===== src/rtl/lcd_sched_pkg.sv =====
// rtl/lcd_sched_pkg.sv - shared constants, command codes and FSM state types for the LCD frame scheduler
//
// Contents:
//   CHARS, IDX_W, BLANK       display geometry and clear-fill code
//   CMD_REFRESH, CMD_CURSOR   driver command encodings
//   clr_state_t, cur_state_t  clear-sweep and cursor FSM states
//   cursor_cmd()              builds the 3-bit cursor command from the on/off flag
package lcd_sched_pkg;

   localparam int         CHARS       = 32;
   localparam int         IDX_W       = 5;
   localparam logic [7:0] BLANK       = 8'h20;
   localparam logic [2:0] CMD_REFRESH = 3'b000;
   localparam logic [1:0] CMD_CURSOR  = 2'b01;

   typedef enum logic {
      CLR_IDLE = 1'b0,
      CLR_RUN  = 1'b1
   } clr_state_t;

   typedef enum logic [1:0] {
      CUR_IDLE  = 2'd0,
      CUR_WAIT  = 2'd1,
      CUR_ISSUE = 2'd2,
      CUR_HOLD  = 2'd3
   } cur_state_t;

   function automatic logic [2:0] cursor_cmd(input logic on);
      return {CMD_CURSOR, on};
   endfunction

endpackage


===== src/rtl/lcd_rr_arb2.sv =====
// rtl/lcd_rr_arb2.sv - two-way round-robin arbiter for the character buffer write port
//
// Ports:
//   clk    in   system clock
//   reset  in   synchronous active-high reset (last winner reset to requester 0)
//   req    in   [1:0] request vector, bit0 = requester A, bit1 = requester B
//   grant  out  [1:0] one-hot combinational grant for this cycle
module lcd_rr_arb2 (
   input  logic       clk,
   input  logic       reset,
   input  logic [1:0] req,
   output logic [1:0] grant
);

   // rr_last = 1 means B won the most recent contested or uncontested grant
   logic rr_last;

   always_comb begin
      grant = 2'b00;
      case (req)
         2'b01:   grant = 2'b01;
         2'b10:   grant = 2'b10;
         2'b11:   grant = rr_last ? 2'b01 : 2'b10;
         default: grant = 2'b00;
      endcase
   end

   always_ff @(posedge clk) begin
      if (reset) begin
         rr_last <= 1'b0;
      end else if (|grant) begin
         rr_last <= grant[1];
      end
   end

endmodule


===== src/rtl/lcd_frame_scheduler.sv =====
// rtl/lcd_frame_scheduler.sv - character buffer, clear sweep, refresh index and cursor command sequencer for a 16x2 LCD driver
//
// Ports:
//   clk, reset                       clock and synchronous active-high reset
//   wr_valid_x/wr_addr_x/wr_data_x   requester A/B cell writes (address 0..31)
//   wr_ready_x                       combinational: this requester's write is taken this cycle
//   clr_req / clr_busy               start a BLANK fill of all cells / sweep in progress
//   cur_req, cur_on / cur_busy       request a cursor command / command pending or in flight
//   drv_ready, drv_drawing           driver refresh-loop and per-character strobes
//   character                        registered buffer[idx] presented to the driver
//   command_out                      registered driver command (refresh or cursor)
//   frame_done                       one-cycle pulse when idx wraps 31 -> 0
module lcd_frame_scheduler
   import lcd_sched_pkg::*;
(
   input  logic       clk,
   input  logic       reset,
   input  logic       wr_valid_a,
   input  logic [4:0] wr_addr_a,
   input  logic [7:0] wr_data_a,
   output logic       wr_ready_a,
   input  logic       wr_valid_b,
   input  logic [4:0] wr_addr_b,
   input  logic [7:0] wr_data_b,
   output logic       wr_ready_b,
   input  logic       clr_req,
   output logic       clr_busy,
   input  logic       cur_req,
   input  logic       cur_on,
   output logic       cur_busy,
   input  logic       drv_ready,
   input  logic       drv_drawing,
   output logic [7:0] character,
   output logic [2:0] command_out,
   output logic       frame_done
);

   logic [7:0]       cells [CHARS];
   clr_state_t       clr_state;
   logic [IDX_W-1:0] clr_idx;
   cur_state_t       cur_state;
   logic             cur_latched;
   logic [IDX_W-1:0] idx;
   logic             drawing_q;
   logic             ready_q;
   logic             draw_fall;
   logic             ready_rise;
   logic             ready_fall;
   logic [1:0]       wr_req;
   logic [1:0]       wr_grant;

   assign draw_fall  = drawing_q & ~drv_drawing;
   assign ready_rise = ~ready_q & drv_ready;
   assign ready_fall = ready_q & ~drv_ready;

   // The sweep owns the single buffer write port, so requesters are masked for
   // its whole duration; masking during reset keeps wr_ready low there too.
   assign wr_req = (reset || clr_state == CLR_RUN) ? 2'b00 : {wr_valid_b, wr_valid_a};

   lcd_rr_arb2 u_arb (
      .clk   (clk),
      .reset (reset),
      .req   (wr_req),
      .grant (wr_grant)
   );

   assign wr_ready_a = wr_grant[0];
   assign wr_ready_b = wr_grant[1];

   // Character buffer: at most one write per cycle, sweep has priority.
   always_ff @(posedge clk) begin
      if (reset) begin
         for (int i = 0; i < CHARS; i++) begin
            cells[i] <= BLANK;
         end
      end else if (clr_state == CLR_RUN) begin
         cells[clr_idx] <= BLANK;
      end else if (wr_grant[0]) begin
         cells[wr_addr_a] <= wr_data_a;
      end else if (wr_grant[1]) begin
         cells[wr_addr_b] <= wr_data_b;
      end
   end

   // Clear sweep: one cell per cycle, 0..CHARS-1, requests while running are dropped.
   always_ff @(posedge clk) begin
      if (reset) begin
         clr_state <= CLR_IDLE;
         clr_idx   <= '0;
         clr_busy  <= 1'b0;
      end else begin
         case (clr_state)
            CLR_IDLE: begin
               if (clr_req) begin
                  clr_state <= CLR_RUN;
                  clr_idx   <= '0;
                  clr_busy  <= 1'b1;
               end
            end
            CLR_RUN: begin
               clr_idx <= clr_idx + 1'b1;
               if (clr_idx == IDX_W'(CHARS - 1)) begin
                  clr_state <= CLR_IDLE;
                  clr_busy  <= 1'b0;
               end
            end
         endcase
      end
   end

   // Refresh index follows the driver: advance after each character, and snap
   // back to cell 0 whenever the driver re-enters its refresh loop.
   always_ff @(posedge clk) begin
      if (reset) begin
         drawing_q  <= 1'b0;
         ready_q    <= 1'b0;
         idx        <= '0;
         frame_done <= 1'b0;
      end else begin
         drawing_q  <= drv_drawing;
         ready_q    <= drv_ready;
         frame_done <= 1'b0;
         if (ready_rise) begin
            idx <= '0;
         end else if (draw_fall) begin
            idx        <= idx + 1'b1;
            frame_done <= (idx == IDX_W'(CHARS - 1));
         end
      end
   end

   always_ff @(posedge clk) begin
      if (reset) begin
         character <= BLANK;
      end else begin
         character <= cells[idx];
      end
   end

   // Cursor command: wait for the driver to be idle, hold the command until the
   // driver drops ready to take it, then wait for it to resume refreshing.
   always_ff @(posedge clk) begin
      if (reset) begin
         cur_state   <= CUR_IDLE;
         cur_latched <= 1'b0;
         cur_busy    <= 1'b0;
         command_out <= CMD_REFRESH;
      end else begin
         case (cur_state)
            CUR_IDLE: begin
               if (cur_req) begin
                  cur_latched <= cur_on;
                  cur_state   <= CUR_WAIT;
                  cur_busy    <= 1'b1;
               end
            end
            CUR_WAIT: begin
               if (drv_ready) begin
                  cur_state   <= CUR_ISSUE;
                  command_out <= cursor_cmd(cur_latched);
               end
            end
            CUR_ISSUE: begin
               if (ready_fall) begin
                  cur_state   <= CUR_HOLD;
                  command_out <= CMD_REFRESH;
               end
            end
            CUR_HOLD: begin
               if (ready_rise) begin
                  cur_state <= CUR_IDLE;
                  cur_busy  <= 1'b0;
               end
            end
         endcase
      end
   end

endmodule


===== config.mk =====
export PLATFORM = sky130hd
export DESIGN_NAME = lcd_frame_scheduler
export DESIGN_NICKNAME = d
export VERILOG_FILES = /design/src/rtl/lcd_sched_pkg.sv /design/src/rtl/lcd_rr_arb2.sv /design/src/rtl/lcd_frame_scheduler.sv
export SDC_FILE = /design/constraint.sdc
export NUM_CORES = 1
export LEC_CHECK = 0
export ABC_CLOCK_PERIOD_IN_PS = 2500
export CELL_PAD_IN_SITES_DETAIL_PLACEMENT = 0
export CELL_PAD_IN_SITES_GLOBAL_PLACEMENT = 1
export CORE_UTILIZATION = 48
export CTS_BUF_LIST = sky130_fd_sc_hd__clkbuf_8
export DETAILED_ROUTE_END_ITERATION = 12
export PLACE_DENSITY = 0.78
export SLEW_MARGIN = 40
export SYNTH_ARGS = -nofsm -noshare
export SYNTH_HDL_FRONTEND = slang
export SYNTH_SLANG_ARGS = --single-unit

===== constraint.sdc =====
create_clock -name clk -period 2.5 [get_ports clk]
set_input_delay 0.5 -clock clk [delete_from_list [all_inputs] [get_ports clk]]
set_output_delay 0.5 -clock clk [all_outputs]
set_load 0.05 [all_outputs]

==> flow_metrics.env <==
export IMPL_grt_max_degree=39
export IMPL_cts_max_level=2
export IMPL_async_flop_share_pct=0
export IMPL_fin_cells=1609
export IMPL_synth_cell_type_count=64
export IMPL_synth_seq_area_share_pct=61.1
export IMPL_synth_edf_count=256
export IMPL_p_clk_share_pct=36.6
export IMPL_fin_area_um2=16700
export IMPL_cp_required_ps=2810
export IMPL_yosysWarnings=0
export IMPL_fillers=2194
export IMPL_io_buffers=49
export IMPL_relSlewSlack_pct=46.9
export IMPL_path_buf_inv=5
export IMPL_fin_nets=1237
export IMPL_grt_util_met2_pct=42.0
export IMPL_clkLatencyLatePin_ps=590
export IMPL_synthCells=1027
export IMPL_finClkSkew_ps=27.2
export IMPL_crit_family="buffers and inverters"
export IMPL_p_leak_nw=5.60
export IMPL_hp_class="reg -> reg"
export IMPL_reg2reg_depth=10
export IMPL_synth_fp_nets=1070
export IMPL_p_total_mw=10.8
export IMPL_synth_top_area_share_pct=56.6
export IMPL_fin_ws_ps=37.2
export IMPL_fin_tns_setup_ps=0
export IMPL_synth_top_cell_by_area="edfxtp_1"
export IMPL_fp_dieArea_um2=29000
export IMPL_placed_area_um2=15700
export IMPL_setup_violations=0
export IMPL_yosysMostFrequentCell="edfxtp_1"
export IMPL_drt_first_pass_iters=5
export IMPL_grt_pass1_vias=9232
export IMPL_p_sw_mw=2.78
export IMPL_clock_sinks=286
export IMPL_cts_tree="done"
export IMPL_start_kind="input pin"
export IMPL_drv_slew=0
export IMPL_cp_arrival_ps=2770
export IMPL_switching_share_pct=25.8
export IMPL_hold_viol=0
export IMPL_clock_fmax_mhz=406
export IMPL_critPathMaxStageDelay_ps=500
export IMPL_antenna_found_initial=1
export IMPL_ant_nets=0
export IMPL_critPathKind="in -> reg"
export IMPL_clockBufferDepth=3
export IMPL_dp_slack_ps=-572
export IMPL_drc=0
export IMPL_cp_slowest_cell="clkdlybuf4s50_1"
export IMPL_period_needed_ps=2460
export IMPL_gr_usage_all_layers_pct=25.9
export IMPL_die_h_um=170
export IMPL_vias=9182
export IMPL_avgSynthCellArea_um2=13.2
export IMPL_cpMostUsedCell="buf_4"
export IMPL_synth_flop_cell="edfxtp_1"
export IMPL_design_core_area_um2=27800
export IMPL_dp_hpwl_um=25500
export IMPL_vias_per_cell=5.71
export IMPL_gp_congestion=0.892
export IMPL_fin_crit_sh_pct=98.5
export IMPL_diodes=0
export IMPL_holdPathStages=2
export IMPL_crit_fanout=6
export IMPL_rsz0062_at_grt="yes"
export IMPL_fin_util_pct=60.1
export IMPL_worstSetupEndpointType="flip-flop"
export IMPL_dp_cells=1523
export IMPL_worst_path_stages=10
export IMPL_routed_wl_um=35900
export IMPL_avgRoutedWirePerCell_um=22.3
export IMPL_synth_area_leaders="edfxtp_1 (57%), mux4_2 (12%), nor2_1 (6.6%), dfxtp_1 (4.4%), o21bai_1 (1.5%)"
export IMPL_pin_count=51
export IMPL_gr_total_overflow=0
export IMPL_clock_root_buffer="clkbuf_8"
export IMPL_cts_inserted_buffers=47
export IMPL_power_density_nw_per_um2=645
export IMPL_chipWidth_um=170
export IMPL_share_seq_of_total_power_pct=50.8
export IMPL_syn_area_um2=13600
export IMPL_initial_core_util_pct=48.9
export IMPL_worst_slew_pin_transition_ps=796
export IMPL_ir_drop_mv=0.435
export IMPL_max_cap_violations=0
export IMPL_busiest_layer="met2"
export IMPL_met3_usage_pct=5.07
export IMPL_grt_use_met1_pct=34.9
export IMPL_row_count=61
export IMPL_drive_gt1_share_pct=30.6
export IMPL_status="completed"
export IMPL_synth_seq_cells=286
export IMPL_path_clk_slew_ps=60
export IMPL_synthTopCellsByCount="edfxtp_1 (256), nor2_1 (238), mux4_2 (71), nand2_1 (45), clkbuf_1 (34)"
export IMPL_crit_chain="clkdlybuf4s50_1, or2b_1, a31oi_2, o22ai_2, buf_4, buf_4, buf_4, nor4_1, buf_4, nand2_1"
export IMPL_grt_pass1_wl_um=54700
export IMPL_internal_power_mw=7.98
export IMPL_fin_hold_ws_ps=460
export IMPL_drtIter0Drc=812
export IMPL_power_frac_comb_pct=12.7
export IMPL_syn2layout_area_growth_pct=23.0
[worst paths after layout]
| check | slack [ps] | end | from |
|---|---|---|---|
| hold reg to reg | 460 | cur_latched | cur_latched |
| setup reg to reg | 80 | cells[16][5] | clr_state |
| hold / removal | 460 | cur_latched | cur_latched |
| setup / recovery | 40 | cells[16][5] | wr_valid_b |
[area by class of cell]
cell class	count	area (µm²)	share of cell area, %
clock buffer	51	702	4.20
clock inverter	35	194	1.16
inverter	16	65.1	0.390
multi-input combinational	640	4910	29.4
sequential	286	8290	49.7
tap	378	473	2.83
timing repair buffer	203	2060	12.3
[cells in the final DEF, fill, tap and decap left out, drive strengths merged, types with 10 or more instances in the layout]
cell,instances
a21o,13
a21oi,26
a31oi,20
buf,157
clkbuf,51
clkdlybuf4s50,46
clkinv,24
dfxtp,30
edfxtp,256
inv,25
mux2,14
mux4,71
nand2,46
nand2b,10
nand3,15
nand4,15
nor2,249
nor3,15
nor4,12
o21ai,11
o21bai,28
o22ai,12
or3,14
[power groups by stage]
stage / sequential [mW] / clock, mW / combinational [mW]
final: 5.46 / 3.93 / 1.37
after global routing: 5.48 / 4.18 / 1.46
after CTS: 5.47 / 3.96 / 1.35
after detailed placement: 5.56 / 0 / 1.35
after global placement: 5.55 / 0 / 1.33
after floorplan: 5.61 / 0 / 0.687
[layer usage]
layer	routed length (µm)	share of wire, %
met1	15100	42
met2	17200	48
met3	2490	6.9
met4	1160	3.2
met5	0	0
[tightest hold or removal path, stage by stage, from the launching register on]
cell and delay (ps):
dfxtp_1 310, nand2_1 50, a21oi_1 50
[kinds of logic (layout without fill, tap and decap cells)]
family | after synthesis | in the layout | synth area share [%]
AOI/OAI and AO/OA | 129 | 129 | 6.78
DFF | 286 | 286 | 61.1
buffers and inverters | 101 | 305 | 3.82
adders and majority gates | 8 | 8 | 0.737
and+or+nand+nor | 409 | 409 | 14.1
xor gates and xnor gates | 3 | 3 | 0.194
muxes | 90 | 90 | 13.3
other | 1 | 1 | 0.0276
[flip-flops by register name, summed over array words and instances (netlist names)]
name,flops
clr_busy,1
ready_q,1
cur_busy,1
frame_done,1
command_out,2
cur_latched,1
drawing_q,1
idx,5
clr_state,1
cells,256
character,8
u_arb.rr_last,1
cur_state,2
clr_idx,5
[timing repair]
item,in CTS,in global routing
hold buffers,0,0
buffers inserted,0,1
gates resized for setup,3,16
endpoints found under the setup margin,2,202
pin swaps,0,2
Note: power is estimated with default switching activity, not from simulation.
